**config.mk**
```make
export PLATFORM = sky130hd
export DESIGN_NAME = tl_bram_device_flat
export DESIGN_NICKNAME = d
export VERILOG_FILES = /design/src/rtl/tl_pkg.sv /design/src/rtl/tl_channel.sv /design/src/rtl/tl_bram_rsp_fifo.sv /design/src/rtl/tl_bram_device.sv /design/src/flat_wrapper.sv
export SDC_FILE = /design/constraint.sdc
export NUM_CORES = 1
export LEC_CHECK = 0
export CORE_MARGIN = 2
export CORE_UTILIZATION = 44
export CTS_BUF_LIST = sky130_fd_sc_hd__clkbuf_16
export CTS_CLUSTER_SIZE = 40
export DETAILED_ROUTE_END_ITERATION = 12
export PLACE_DENSITY = 0.82
export SYNTH_ARGS = -nofsm -noshare
export SYNTH_HDL_FRONTEND = slang
export SYNTH_HIERARCHICAL = 1
export SYNTH_SLANG_ARGS = --single-unit
```
**constraint.sdc**
```tcl
create_clock -name clk_i -period 6 [get_ports clk_i]
set_input_delay 0.9 -clock clk_i [delete_from_list [all_inputs] [get_ports clk_i]]
set_output_delay 0.9 -clock clk_i [all_outputs]
set_load 0.005 [all_outputs]
```
**src/rtl/tl_pkg.sv**
```systemverilog
// Shared TileLink definitions: A/D channel opcodes and the beats-per-message
// helper used by devices that split a transfer into bus-width beats.
package tl_pkg;

    typedef enum logic [2:0] {
        TL_A_PUT_FULL    = 3'd0,
        TL_A_PUT_PARTIAL = 3'd1,
        TL_A_ARITHMETIC  = 3'd2,
        TL_A_LOGICAL     = 3'd3,
        TL_A_GET         = 3'd4,
        TL_A_INTENT      = 3'd5,
        TL_A_ACQ_BLOCK   = 3'd6,
        TL_A_ACQ_PERM    = 3'd7
    } tl_a_op_e;

    typedef enum logic [2:0] {
        TL_D_ACCESS_ACK      = 3'd0,
        TL_D_ACCESS_ACK_DATA = 3'd1,
        TL_D_HINT_ACK        = 3'd2,
        TL_D_GRANT           = 3'd4,
        TL_D_GRANT_DATA      = 3'd5,
        TL_D_RELEASE_ACK     = 3'd6
    } tl_d_op_e;

    // Messages no larger than one bus word still occupy a single beat.
    function automatic int tl_beats(input int size, input int mask_width);
        int bytes;
        bytes = 1 << size;
        return (bytes <= mask_width) ? 1 : bytes / mask_width;
    endfunction

endpackage

```
**src/rtl/tl_channel.sv**
```systemverilog
// TileLink link bundle (A/B/C/D/E). Only valid/ready exist on B, C and E,
// since TL-UH endpoints never exchange messages on those channels.
interface tl_channel
    import tl_pkg::*;
#(
    parameter int SourceWidth = 1,
    parameter int SinkWidth   = 1,
    parameter int AddrWidth   = 56,
    parameter int DataWidth   = 64,
    parameter int SizeWidth   = 3
);
    localparam int MaskWidth = DataWidth / 8;

    logic                   a_valid;
    logic                   a_ready;
    tl_a_op_e               a_opcode;
    logic [2:0]             a_param;
    logic [SizeWidth-1:0]   a_size;
    logic [SourceWidth-1:0] a_source;
    logic [AddrWidth-1:0]   a_address;
    logic [MaskWidth-1:0]   a_mask;
    logic [DataWidth-1:0]   a_data;
    logic                   a_corrupt;

    logic                   b_valid;
    logic                   b_ready;
    logic                   c_valid;
    logic                   c_ready;
    logic                   e_valid;
    logic                   e_ready;

    logic                   d_valid;
    logic                   d_ready;
    tl_d_op_e               d_opcode;
    logic [1:0]             d_param;
    logic [SizeWidth-1:0]   d_size;
    logic [SourceWidth-1:0] d_source;
    logic [SinkWidth-1:0]   d_sink;
    logic                   d_denied;
    logic [DataWidth-1:0]   d_data;
    logic                   d_corrupt;

    modport device (
        input  a_valid, a_opcode, a_param, a_size, a_source, a_address, a_mask, a_data, a_corrupt,
        output a_ready,
        output b_valid, input b_ready,
        input  c_valid, output c_ready,
        input  e_valid, output e_ready,
        output d_valid, d_opcode, d_param, d_size, d_source, d_sink, d_denied, d_data, d_corrupt,
        input  d_ready
    );

    modport host (
        output a_valid, a_opcode, a_param, a_size, a_source, a_address, a_mask, a_data, a_corrupt,
        input  a_ready,
        input  b_valid, output b_ready,
        output c_valid, input c_ready,
        output e_valid, input e_ready,
        input  d_valid, d_opcode, d_param, d_size, d_source, d_sink, d_denied, d_data, d_corrupt,
        output d_ready
    );

endinterface

```
**src/rtl/tl_bram_rsp_fifo.sv**
```systemverilog
// Two-entry response FIFO for D data beats. Fall-through when empty, so a
// word arriving from the SRAM can be presented on D in the same cycle.
module tl_bram_rsp_fifo #(
    parameter int Width = 64
) (
    input  logic             clk,
    input  logic             rst,
    input  logic             push,
    input  logic [Width-1:0] push_data,
    input  logic             pop,
    output logic             valid,
    output logic [Width-1:0] data,
    output logic [1:0]       count
);

    logic [Width-1:0] mem_reg [2];
    logic             wr_ptr_reg;
    logic             rd_ptr_reg;
    logic [1:0]       count_reg;

    logic empty;
    logic bypass;
    logic do_push;
    logic do_pop;

    assign empty   = (count_reg == 2'd0);
    // A word consumed in its arrival cycle never enters storage.
    assign bypass  = empty && push && pop;
    assign do_push = push && !bypass;
    assign do_pop  = pop && !empty;

    assign valid = !empty || push;
    assign data  = empty ? push_data : mem_reg[rd_ptr_reg];
    assign count = count_reg;

    always_ff @(posedge clk or posedge rst) begin
        if (rst) begin
            wr_ptr_reg <= 1'b0;
            rd_ptr_reg <= 1'b0;
            count_reg  <= 2'd0;
        end else begin
            if (do_push) begin
                wr_ptr_reg <= ~wr_ptr_reg;
            end
            if (do_pop) begin
                rd_ptr_reg <= ~rd_ptr_reg;
            end
            count_reg <= count_reg + {1'b0, do_push} - {1'b0, do_pop};
        end
    end

    always_ff @(posedge clk) begin
        if (do_push) begin
            mem_reg[wr_ptr_reg] <= push_data;
        end
    end

endmodule

```
**src/rtl/tl_bram_device.sv**
```systemverilog
// TL-UH leaf device serving Get/Put (incl. bursts) from a 1-cycle-latency SRAM.
// Define TL_BRAM_DEVICE_HINT_EN to grant Intent hints instead of denying them.
module tl_bram_device
    import tl_pkg::*;
#(
    parameter int SourceWidth   = 1,
    parameter int SinkWidth     = 1,
    parameter int AddrWidth     = 56,
    parameter int DataWidth     = 64,
    parameter int SizeWidth     = 3,
    parameter int SinkId        = 0,
    parameter int SramAddrWidth = 10
) (
    input  logic                       clk_i,
    input  logic                       rst_i,
    tl_channel.device                  host,
    output logic                       sram_req_o,
    output logic                       sram_we_o,
    output logic [SramAddrWidth-1:0]   sram_addr_o,
    output logic [DataWidth/8-1:0]     sram_wmask_o,
    output logic [DataWidth-1:0]       sram_wdata_o,
    input  logic [DataWidth-1:0]       sram_rdata_i
);

    localparam int MaskWidth = DataWidth / 8;
    localparam int OffW      = $clog2(MaskWidth);
    localparam int MaxBeats  = tl_beats((1 << SizeWidth) - 1, MaskWidth);
    localparam int IdxW      = (MaxBeats > 1) ? $clog2(MaxBeats) : 1;
    localparam int CntW      = IdxW + 1;

`ifdef TL_BRAM_DEVICE_HINT_EN
    localparam logic HintDenied = 1'b0;
`else
    localparam logic HintDenied = 1'b1;
`endif

    typedef enum logic [2:0] {
        ST_IDLE,
        ST_WRITE,
        ST_DRAIN,
        ST_READ,
        ST_ACK,
        ST_DENY
    } state_e;

    state_e                   state_reg, state_next;
    logic [SourceWidth-1:0]   source_reg;
    logic [SizeWidth-1:0]     size_reg;
    logic [SramAddrWidth-1:0] base_reg;
    logic [CntW-1:0]          beats_reg;
    logic [CntW-1:0]          a_cnt_reg;
    logic [CntW-1:0]          rd_cnt_reg;
    logic [CntW-1:0]          d_cnt_reg;
    logic                     inflight_reg;
    tl_d_op_e                 ack_op_reg;
    logic                     ack_denied_reg;

    logic                     a_ready_int;
    logic                     a_fire;
    logic                     a_is_put;
    logic [SramAddrWidth-1:0] a_word;
    logic [CntW-1:0]          a_beats;
    logic [CntW-1:0]          last_beat;
    logic                     wr_fire;
    logic                     rd_issue;
    logic [1:0]               occupancy;
    logic [IdxW-1:0]          beat_idx;
    logic [SramAddrWidth-1:0] burst_addr;
    logic                     d_valid_int;
    logic                     d_fire;

    logic                     fifo_valid;
    logic [DataWidth-1:0]     fifo_data;
    logic [1:0]               fifo_count;
    logic                     fifo_pop;

    // Fields with no role in a TL-UH slave: A param/corrupt, upper/lower address bits, B/C/E.
    logic unused_inputs;
    assign unused_inputs = ^{host.a_param, host.a_corrupt, host.a_address,
                             host.b_ready, host.c_valid, host.e_valid};

    assign host.b_valid = 1'b0;
    assign host.c_ready = 1'b1;
    assign host.e_ready = 1'b1;

    assign a_ready_int = !rst_i && (state_reg == ST_IDLE || state_reg == ST_WRITE ||
                                    state_reg == ST_DRAIN);
    assign host.a_ready = a_ready_int;
    assign a_fire     = host.a_valid && a_ready_int;
    assign a_is_put   = (host.a_opcode == TL_A_PUT_FULL) || (host.a_opcode == TL_A_PUT_PARTIAL);
    assign a_word     = host.a_address[OffW +: SramAddrWidth];
    assign a_beats    = CntW'(tl_beats(int'(host.a_size), MaskWidth));
    assign last_beat  = beats_reg - CntW'(1);

    assign wr_fire = a_fire && ((state_reg == ST_IDLE && a_is_put) || state_reg == ST_WRITE);

    // At most two words may be owed to the FIFO, counting reads still in the SRAM pipe.
    assign occupancy = fifo_count + {1'b0, inflight_reg};
    assign rd_issue  = (state_reg == ST_READ) && (rd_cnt_reg < beats_reg) && (occupancy < 2'd2);

    assign beat_idx   = (state_reg == ST_WRITE) ? a_cnt_reg[IdxW-1:0] : rd_cnt_reg[IdxW-1:0];
    assign burst_addr = base_reg | SramAddrWidth'(beat_idx);

    assign sram_req_o   = wr_fire || rd_issue;
    assign sram_we_o    = wr_fire;
    assign sram_addr_o  = (state_reg == ST_IDLE) ? a_word : burst_addr;
    assign sram_wmask_o = wr_fire ? host.a_mask : '0;
    assign sram_wdata_o = wr_fire ? host.a_data : '0;

    assign fifo_pop = (state_reg == ST_READ) && host.d_ready && fifo_valid;
    assign d_fire   = d_valid_int && host.d_ready;

    tl_bram_rsp_fifo #(
        .Width (DataWidth)
    ) u_rsp_fifo (
        .clk       (clk_i),
        .rst       (rst_i),
        .push      (inflight_reg),
        .push_data (sram_rdata_i),
        .pop       (fifo_pop),
        .valid     (fifo_valid),
        .data      (fifo_data),
        .count     (fifo_count)
    );

    always_ff @(posedge clk_i or posedge rst_i) begin
        if (rst_i) begin
            state_reg <= ST_IDLE;
        end else begin
            state_reg <= state_next;
        end
    end

    always_comb begin
        state_next = state_reg;
        case (state_reg)
            ST_IDLE: begin
                if (a_fire) begin
                    case (host.a_opcode)
                        TL_A_GET:         state_next = ST_READ;
                        TL_A_PUT_FULL,
                        TL_A_PUT_PARTIAL: state_next = (a_beats > CntW'(1)) ? ST_WRITE : ST_ACK;
                        TL_A_ARITHMETIC,
                        TL_A_LOGICAL:     state_next = (a_beats > CntW'(1)) ? ST_DRAIN : ST_DENY;
                        TL_A_INTENT:      state_next = ST_ACK;
                        default:          state_next = ST_IDLE;
                    endcase
                end
            end
            ST_WRITE: begin
                if (a_fire && a_cnt_reg == last_beat) begin
                    state_next = ST_ACK;
                end
            end
            ST_DRAIN: begin
                if (a_fire && a_cnt_reg == last_beat) begin
                    state_next = ST_DENY;
                end
            end
            ST_READ: begin
                if (d_fire && d_cnt_reg == last_beat) begin
                    state_next = ST_IDLE;
                end
            end
            ST_ACK: begin
                if (host.d_ready) begin
                    state_next = ST_IDLE;
                end
            end
            ST_DENY: begin
                if (host.d_ready && d_cnt_reg == last_beat) begin
                    state_next = ST_IDLE;
                end
            end
            default: state_next = ST_IDLE;
        endcase
    end

    always_ff @(posedge clk_i or posedge rst_i) begin
        if (rst_i) begin
            source_reg     <= '0;
            size_reg       <= '0;
            base_reg       <= '0;
            beats_reg      <= '0;
            a_cnt_reg      <= '0;
            rd_cnt_reg     <= '0;
            d_cnt_reg      <= '0;
            inflight_reg   <= 1'b0;
            ack_op_reg     <= TL_D_ACCESS_ACK;
            ack_denied_reg <= 1'b0;
        end else begin
            inflight_reg <= rd_issue;
            if (state_reg == ST_IDLE && a_fire) begin
                source_reg     <= host.a_source;
                size_reg       <= host.a_size;
                base_reg       <= a_word;
                beats_reg      <= a_beats;
                a_cnt_reg      <= CntW'(1);
                rd_cnt_reg     <= '0;
                d_cnt_reg      <= '0;
                ack_op_reg     <= (host.a_opcode == TL_A_INTENT) ? TL_D_HINT_ACK : TL_D_ACCESS_ACK;
                ack_denied_reg <= (host.a_opcode == TL_A_INTENT) ? HintDenied : 1'b0;
            end else if (a_fire) begin
                a_cnt_reg <= a_cnt_reg + CntW'(1);
            end
            if (rd_issue) begin
                rd_cnt_reg <= rd_cnt_reg + CntW'(1);
            end
            if (d_fire && (state_reg == ST_READ || state_reg == ST_DENY)) begin
                d_cnt_reg <= d_cnt_reg + CntW'(1);
            end
        end
    end

    // D fields are pure functions of registered state, so they hold while d_ready is low.
    always_comb begin
        d_valid_int    = 1'b0;
        host.d_opcode  = TL_D_ACCESS_ACK;
        host.d_param   = 2'd0;
        host.d_size    = size_reg;
        host.d_source  = source_reg;
        host.d_sink    = SinkWidth'(SinkId);
        host.d_denied  = 1'b0;
        host.d_data    = '0;
        host.d_corrupt = 1'b0;
        case (state_reg)
            ST_READ: begin
                d_valid_int   = fifo_valid;
                host.d_opcode = TL_D_ACCESS_ACK_DATA;
                host.d_data   = fifo_data;
            end
            ST_ACK: begin
                d_valid_int   = 1'b1;
                host.d_opcode = ack_op_reg;
                host.d_denied = ack_denied_reg;
            end
            ST_DENY: begin
                d_valid_int    = 1'b1;
                host.d_opcode  = TL_D_ACCESS_ACK_DATA;
                host.d_denied  = 1'b1;
                host.d_corrupt = 1'b1;
            end
            default: ;
        endcase
    end

    assign host.d_valid = d_valid_int;

endmodule

```
**src/flat_wrapper.sv**
```systemverilog
// flat-port wrapper written by rule: the top's interface ports become plain ports
module tl_bram_device_flat import tl_pkg::*;
#(
    parameter int SourceWidth   = 1,
    parameter int SinkWidth     = 1,
    parameter int AddrWidth     = 56,
    parameter int DataWidth     = 64,
    parameter int SizeWidth     = 3,
    parameter int SinkId        = 0,
    parameter int SramAddrWidth = 10
)
  (clk_i, rst_i, sram_req_o, sram_we_o, sram_addr_o, sram_wmask_o, sram_wdata_o, sram_rdata_i, host_a_valid, host_a_opcode, host_a_param, host_a_size, host_a_source, host_a_address, host_a_mask, host_a_data, host_a_corrupt, host_a_ready, host_b_valid, host_b_ready, host_c_valid, host_c_ready, host_e_valid, host_e_ready, host_d_valid, host_d_opcode, host_d_param, host_d_size, host_d_source, host_d_sink, host_d_denied, host_d_data, host_d_corrupt, host_d_ready);
  tl_channel #(.SourceWidth(SourceWidth), .SinkWidth(SinkWidth), .AddrWidth(AddrWidth), .DataWidth(DataWidth), .SizeWidth(SizeWidth)) host_i ();
  input  logic clk_i;
  input  logic rst_i;
  output logic sram_req_o;
  output logic sram_we_o;
  output logic [SramAddrWidth-1:0] sram_addr_o;
  output logic [DataWidth/8-1:0] sram_wmask_o;
  output logic [DataWidth-1:0] sram_wdata_o;
  input  logic [DataWidth-1:0] sram_rdata_i;
  input wire logic [$bits(host_i.a_valid)-1:0] host_a_valid;
  input wire logic [$bits(host_i.a_opcode)-1:0] host_a_opcode;
  input wire logic [$bits(host_i.a_param)-1:0] host_a_param;
  input wire logic [$bits(host_i.a_size)-1:0] host_a_size;
  input wire logic [$bits(host_i.a_source)-1:0] host_a_source;
  input wire logic [$bits(host_i.a_address)-1:0] host_a_address;
  input wire logic [$bits(host_i.a_mask)-1:0] host_a_mask;
  input wire logic [$bits(host_i.a_data)-1:0] host_a_data;
  input wire logic [$bits(host_i.a_corrupt)-1:0] host_a_corrupt;
  output wire logic [$bits(host_i.a_ready)-1:0] host_a_ready;
  output wire logic [$bits(host_i.b_valid)-1:0] host_b_valid;
  input wire logic [$bits(host_i.b_ready)-1:0] host_b_ready;
  input wire logic [$bits(host_i.c_valid)-1:0] host_c_valid;
  output wire logic [$bits(host_i.c_ready)-1:0] host_c_ready;
  input wire logic [$bits(host_i.e_valid)-1:0] host_e_valid;
  output wire logic [$bits(host_i.e_ready)-1:0] host_e_ready;
  output wire logic [$bits(host_i.d_valid)-1:0] host_d_valid;
  output wire logic [$bits(host_i.d_opcode)-1:0] host_d_opcode;
  output wire logic [$bits(host_i.d_param)-1:0] host_d_param;
  output wire logic [$bits(host_i.d_size)-1:0] host_d_size;
  output wire logic [$bits(host_i.d_source)-1:0] host_d_source;
  output wire logic [$bits(host_i.d_sink)-1:0] host_d_sink;
  output wire logic [$bits(host_i.d_denied)-1:0] host_d_denied;
  output wire logic [$bits(host_i.d_data)-1:0] host_d_data;
  output wire logic [$bits(host_i.d_corrupt)-1:0] host_d_corrupt;
  input wire logic [$bits(host_i.d_ready)-1:0] host_d_ready;
  assign host_i.a_valid = host_a_valid;
  assign host_i.a_opcode = host_a_opcode;
  assign host_i.a_param = host_a_param;
  assign host_i.a_size = host_a_size;
  assign host_i.a_source = host_a_source;
  assign host_i.a_address = host_a_address;
  assign host_i.a_mask = host_a_mask;
  assign host_i.a_data = host_a_data;
  assign host_i.a_corrupt = host_a_corrupt;
  assign host_a_ready = host_i.a_ready;
  assign host_b_valid = host_i.b_valid;
  assign host_i.b_ready = host_b_ready;
  assign host_i.c_valid = host_c_valid;
  assign host_c_ready = host_i.c_ready;
  assign host_i.e_valid = host_e_valid;
  assign host_e_ready = host_i.e_ready;
  assign host_d_valid = host_i.d_valid;
  assign host_d_opcode = host_i.d_opcode;
  assign host_d_param = host_i.d_param;
  assign host_d_size = host_i.d_size;
  assign host_d_source = host_i.d_source;
  assign host_d_sink = host_i.d_sink;
  assign host_d_denied = host_i.d_denied;
  assign host_d_data = host_i.d_data;
  assign host_d_corrupt = host_i.d_corrupt;
  assign host_i.d_ready = host_d_ready;
  tl_bram_device #(.SourceWidth(SourceWidth), .SinkWidth(SinkWidth), .AddrWidth(AddrWidth), .DataWidth(DataWidth), .SizeWidth(SizeWidth), .SinkId(SinkId), .SramAddrWidth(SramAddrWidth)) u_core (.clk_i(clk_i), .rst_i(rst_i), .host(host_i), .sram_req_o(sram_req_o), .sram_we_o(sram_we_o), .sram_addr_o(sram_addr_o), .sram_wmask_o(sram_wmask_o), .sram_wdata_o(sram_wdata_o), .sram_rdata_i(sram_rdata_i));
endmodule
```
==> implementation parameters <==
Parameter                              Value

Worst setup path
  Crit path cell chain    clkdlybuf4s50_1, a211oi_2, nand2_1, nor2_4, and2_1, clkdlybuf4s50_1
  Endpoint arrival time on the critical path    roughly 3.8 ns
  Classification of the worst setup path    in -> out
  Startpoint class of the critical path    primary input
  Setup crit end kind    output pin
  Critical Path RT    5.10 ns
  Cell with the largest stage delay on the worst path    sky130_fd_sc_hd__nor2_4
  Maximum fanout along the worst path    73
  Buf/Inv on CP    2
  Crit-path max cell delay    0.95 ns
  Family of cells with the greatest summed delay on the critical path    simple AND/OR/NAND/NOR gates
  Most used cell, CP    sky130_fd_sc_hd__clkdlybuf4s50_1

Die
  Core footprint    just over 20,000 µm²
  Die Area    21,600 µm²
  Initial standard-cell utilization of the core    44.6%
  Number of ports placed on the die boundary    375
  Die Height    147 µm
  Die width    147 µm
  Row count    52

Yosys
  Warning count from the yosys run    6
  Cell taking the most area after synthesis    sky130_fd_sc_hd__edfxtp_1
  Area share of the largest cell type after synthesis    42.7%
  Synth area leaders    sky130_fd_sc_hd__edfxtp_1, sky130_fd_sc_hd__dfrtp_1, sky130_fd_sc_hd__and2_1
  Register bit total from synthesis    171
  Mapped Area    8990 µm²
  Number of cells produced by synthesis    827
  Yosys cell types    58
  Average instance area after synthesis    between 10 and 15 µm²
  Number of enable-type register cells in the synthesized netlist    128
  Most common cell in the synthesized netlist    sky130_fd_sc_hd__and2_1
  Most used flip-flop cell after synthesis    sky130_fd_sc_hd__edfxtp_1
  Share of synthesized flip-flops with an asynchronous set or reset    25.1%
  Commonest cells in the synthesized netlist    sky130_fd_sc_hd__and2_1, sky130_fd_sc_hd__edfxtp_1, sky130_fd_sc_hd__a21oi_1, sky130_fd_sc_hd__nand2_1, sky130_fd_sc_hd__mux2i_1
  Sequential area share after synthesis    about 55%

Clocking
  # clock sinks    171
  Number of buffers on the longest clock path    2
  TritonCTS buffer count    17
  Cell at the root of the clock tree    sky130_fd_sc_hd__clkbuf_16
  # Post-CTS Setup Buffers    0
  Reg clk slew, reported paths    0.07 ns
  Worst-skew pair later-pin latency    0.43 ns
  Post-cts repair resize count    0
  Number of buffers inserted by hold repair at cts    0
  Max H-tree Level    4
  TritonCTS clock tree    yes

Detailed routing
  Antenna violation net count after detailed routing    0
  Via count    7,159
  First-pass detailed-route iteration total    5
  Detail-routed net length per standard cell    17.1 µm
  Final Routed Wirelength    about 24 mm
  Number of design-rule violations left by the first detailed-router iteration    between 400 and 500
  DRC violation count after routing    0
  Routed via count divided by cell count    5.13

Power and ir drop
  Power per cell area    375 nW/µm²
  Internal portion of total power    0.00304 W
  Cell leakage power    about 4.6 nW
  Reported net switching power    between 0.0015 and 0.002 W
  Fraction of power consumed by combinational cells    around 44%
  Switching power share of the total    36.7%
  Seq pwr share    34.6%
  Relative contribution of the clock network to total power    21.8%
  Peak VDD IR    0.287 mV

Placed design
  Half-perimeter wire length of the detailed placement result    16.1 mm
  Number of I/O port buffers    314
  Final RePlAce weighted congestion    0.774
  Post-Place Setup Slack    1.31 ns
  Cell Count Post-Placement    around 1.4k

Timing
  Endpoints failing hold    0
  Peak clock frequency supported by timing    211 MHz
  Number of pins with negative max-slew slack in the final report    0
  Aggregate negative setup slack    0 ns
  Final worst setup slack    1.27 ns
  Setup repair after global routing missed its margin    no
  Clock period minus final worst setup slack    4.73 ns
  Final Setup Violations    0
  Transition time of the tightest slew-check pin    1.11 ns
  Max_slew headroom    25.7%
  Share of the cycle needed by the critical path after routing    between 70% and 80%
  Clock skew after layout    0.00851 ns

Final layout
  Fraction of layout instances using a drive strength above 1    5.16%
  Number of fill cells    1,575
  Layout net count    ~1.3k
  Area grow syn2layout    42.2%
  Number of non-filler instances in the completed layout    around 1.4k
  Antenna cells    0
  Flip-flop count of the largest register, all copies and words added    roughly 130

GRT
  Vias in the first global route    6,965
  Sum of overflow across all layers after global routing    0
  Largest net degree at the start of global routing    74
  Antenna violations before repair    1
  GRT Overall Usage    21.4%
  First-pass GRT wire length    36.9 mm

Hold path
  Path category of the worst min-delay check    reg -> reg

Job
  Max-cap violation count    0

Run status
  Outcome    completed
[placed cells by master (no fill, tap or decap), types with 7 or more instances in the layout]
cell type / synthesis / layout
sky130_fd_sc_hd__nor2_1: 19 / 18
sky130_fd_sc_hd__nor3_1: 68 / 68
sky130_fd_sc_hd__o21ai_0: 23 / 23
sky130_fd_sc_hd__xnor2_1: 10 / 10
sky130_fd_sc_hd__nand2b_1: 8 / 8
sky130_fd_sc_hd__clkbuf_16: 0 / 17
sky130_fd_sc_hd__dfrtp_1: 43 / 40
sky130_fd_sc_hd__mux2i_1: 69 / 69
sky130_fd_sc_hd__a21oi_1: 78 / 78
sky130_fd_sc_hd__inv_1: 15 / 16
sky130_fd_sc_hd__and2_1: 138 / 138
sky130_fd_sc_hd__conb_1: 2 / 7
sky130_fd_sc_hd__buf_4: 15 / 8
sky130_fd_sc_hd__clkdlybuf4s50_1: 0 / 314
sky130_fd_sc_hd__xor2_1: 9 / 9
sky130_fd_sc_hd__ha_1: 10 / 10
sky130_fd_sc_hd__edfxtp_1: 128 / 128
sky130_fd_sc_hd__nand2_1: 78 / 78
sky130_fd_sc_hd__nand3_1: 11 / 11
[per-stage QoR]
| step | area, µm² | power [W] | hold slack, ns | utilization, % |
|---|---|---|---|---|
| final | 12800 | 0.00479 | 0.478 | 63.4 |
| after global routing | 12800 | 0.00510 | 0.506 | 63.4 |
| after CTS | 12800 | 0.00482 | 0.480 | 63.4 |
| after floorplan | 9010 | 0.00299 | 0.442 | - |
| after detailed placement | 12200 | 0.00376 | 0.463 | 60.6 |
| after global placement | 12200 | 0.00371 | 0.457 | 60.6 |
[path summary, 6_finish.rpt]
kind / to / start / slack, ns / depth (start not counted)
setup / recovery: sram_wdata_o[52] / rst_i / 1.27 / 6
hold / removal: u_core/ack_op_reg[1] / u_core/ack_op_reg[1] / 0.48 / 2
setup reg to reg: u_core/u_rsp_fifo/mem_reg[1][19] / u_core/state_reg[1] / 2.59 / 7
hold reg to reg: u_core/ack_op_reg[1] / u_core/ack_op_reg[1] / 0.48 / 2
max in group asynchronous: u_core/ack_op_reg[1] / rst_i / 4.41 / 3
min in group asynchronous: u_core/u_rsp_fifo/rd_ptr_reg / rst_i / 0.84 / 2
[routing by layer]
| metal | wire length, µm | GRT usage [%] | share of wire (%) | vias to the layer above |
|---|---|---|---|---|
| met1 | 10500 | 29.2 | 44 | 3411 |
| met4 | 305 | 4.86 | 1.3 | 2 |
| met5 | 13 | 0 | 0.055 | - |
| li1 | - | - | - | 3473 |
| met2 | 11300 | 35.2 | 47 | 252 |
| met3 | 1670 | 4.66 | 7.0 | 21 |
[layout make-up]
cell class	instances	area (µm²)	share of cell area (%)
multi-input cells	584	3690	28.8
well taps	270	338	2.64
inverters	16	60.1	0.469
flip-flops and latches	171	4930	38.5
clock inverters	15	150	1.17
clock buffers	17	425	3.33
repair buffers	322	3200	25.0
[tightest hold or removal path, cell delays in order (launching register included)]
cell,delay (ns)
sky130_fd_sc_hd__dfrtp_1,0.34
sky130_fd_sc_hd__nand2_1,0.04
sky130_fd_sc_hd__o21ai_0,0.06
[kinds of logic (layout without fill, tap and decap cells)]
kind of cell,Yosys count,count (layout),share of synthesized area [%]
AOI/OAI and AO/OA,122,122,7.58
xor gates and xnor gates,21,21,2.35
buffers and inverters,77,370,4.63
other,2,7,0.0835
and+or+nand+nor,354,354,21.5
DFF,171,171,54.7
adders and majority gates,10,10,1.39
muxes,70,70,7.80
[power groups by stage]
stage          sequential (W)  clock (W)  combinational (W)
3_3_place_gp          0.00167          0            0.00204
2_1_floorplan         0.00157          0            0.00142
4_1_cts               0.00166    0.00106            0.00210
3_5_place_dp          0.00168          0            0.00208
5_1_grt               0.00168    0.00112            0.00229
6_report              0.00166    0.00104            0.00209
Power figures use the tool's default switching activity.
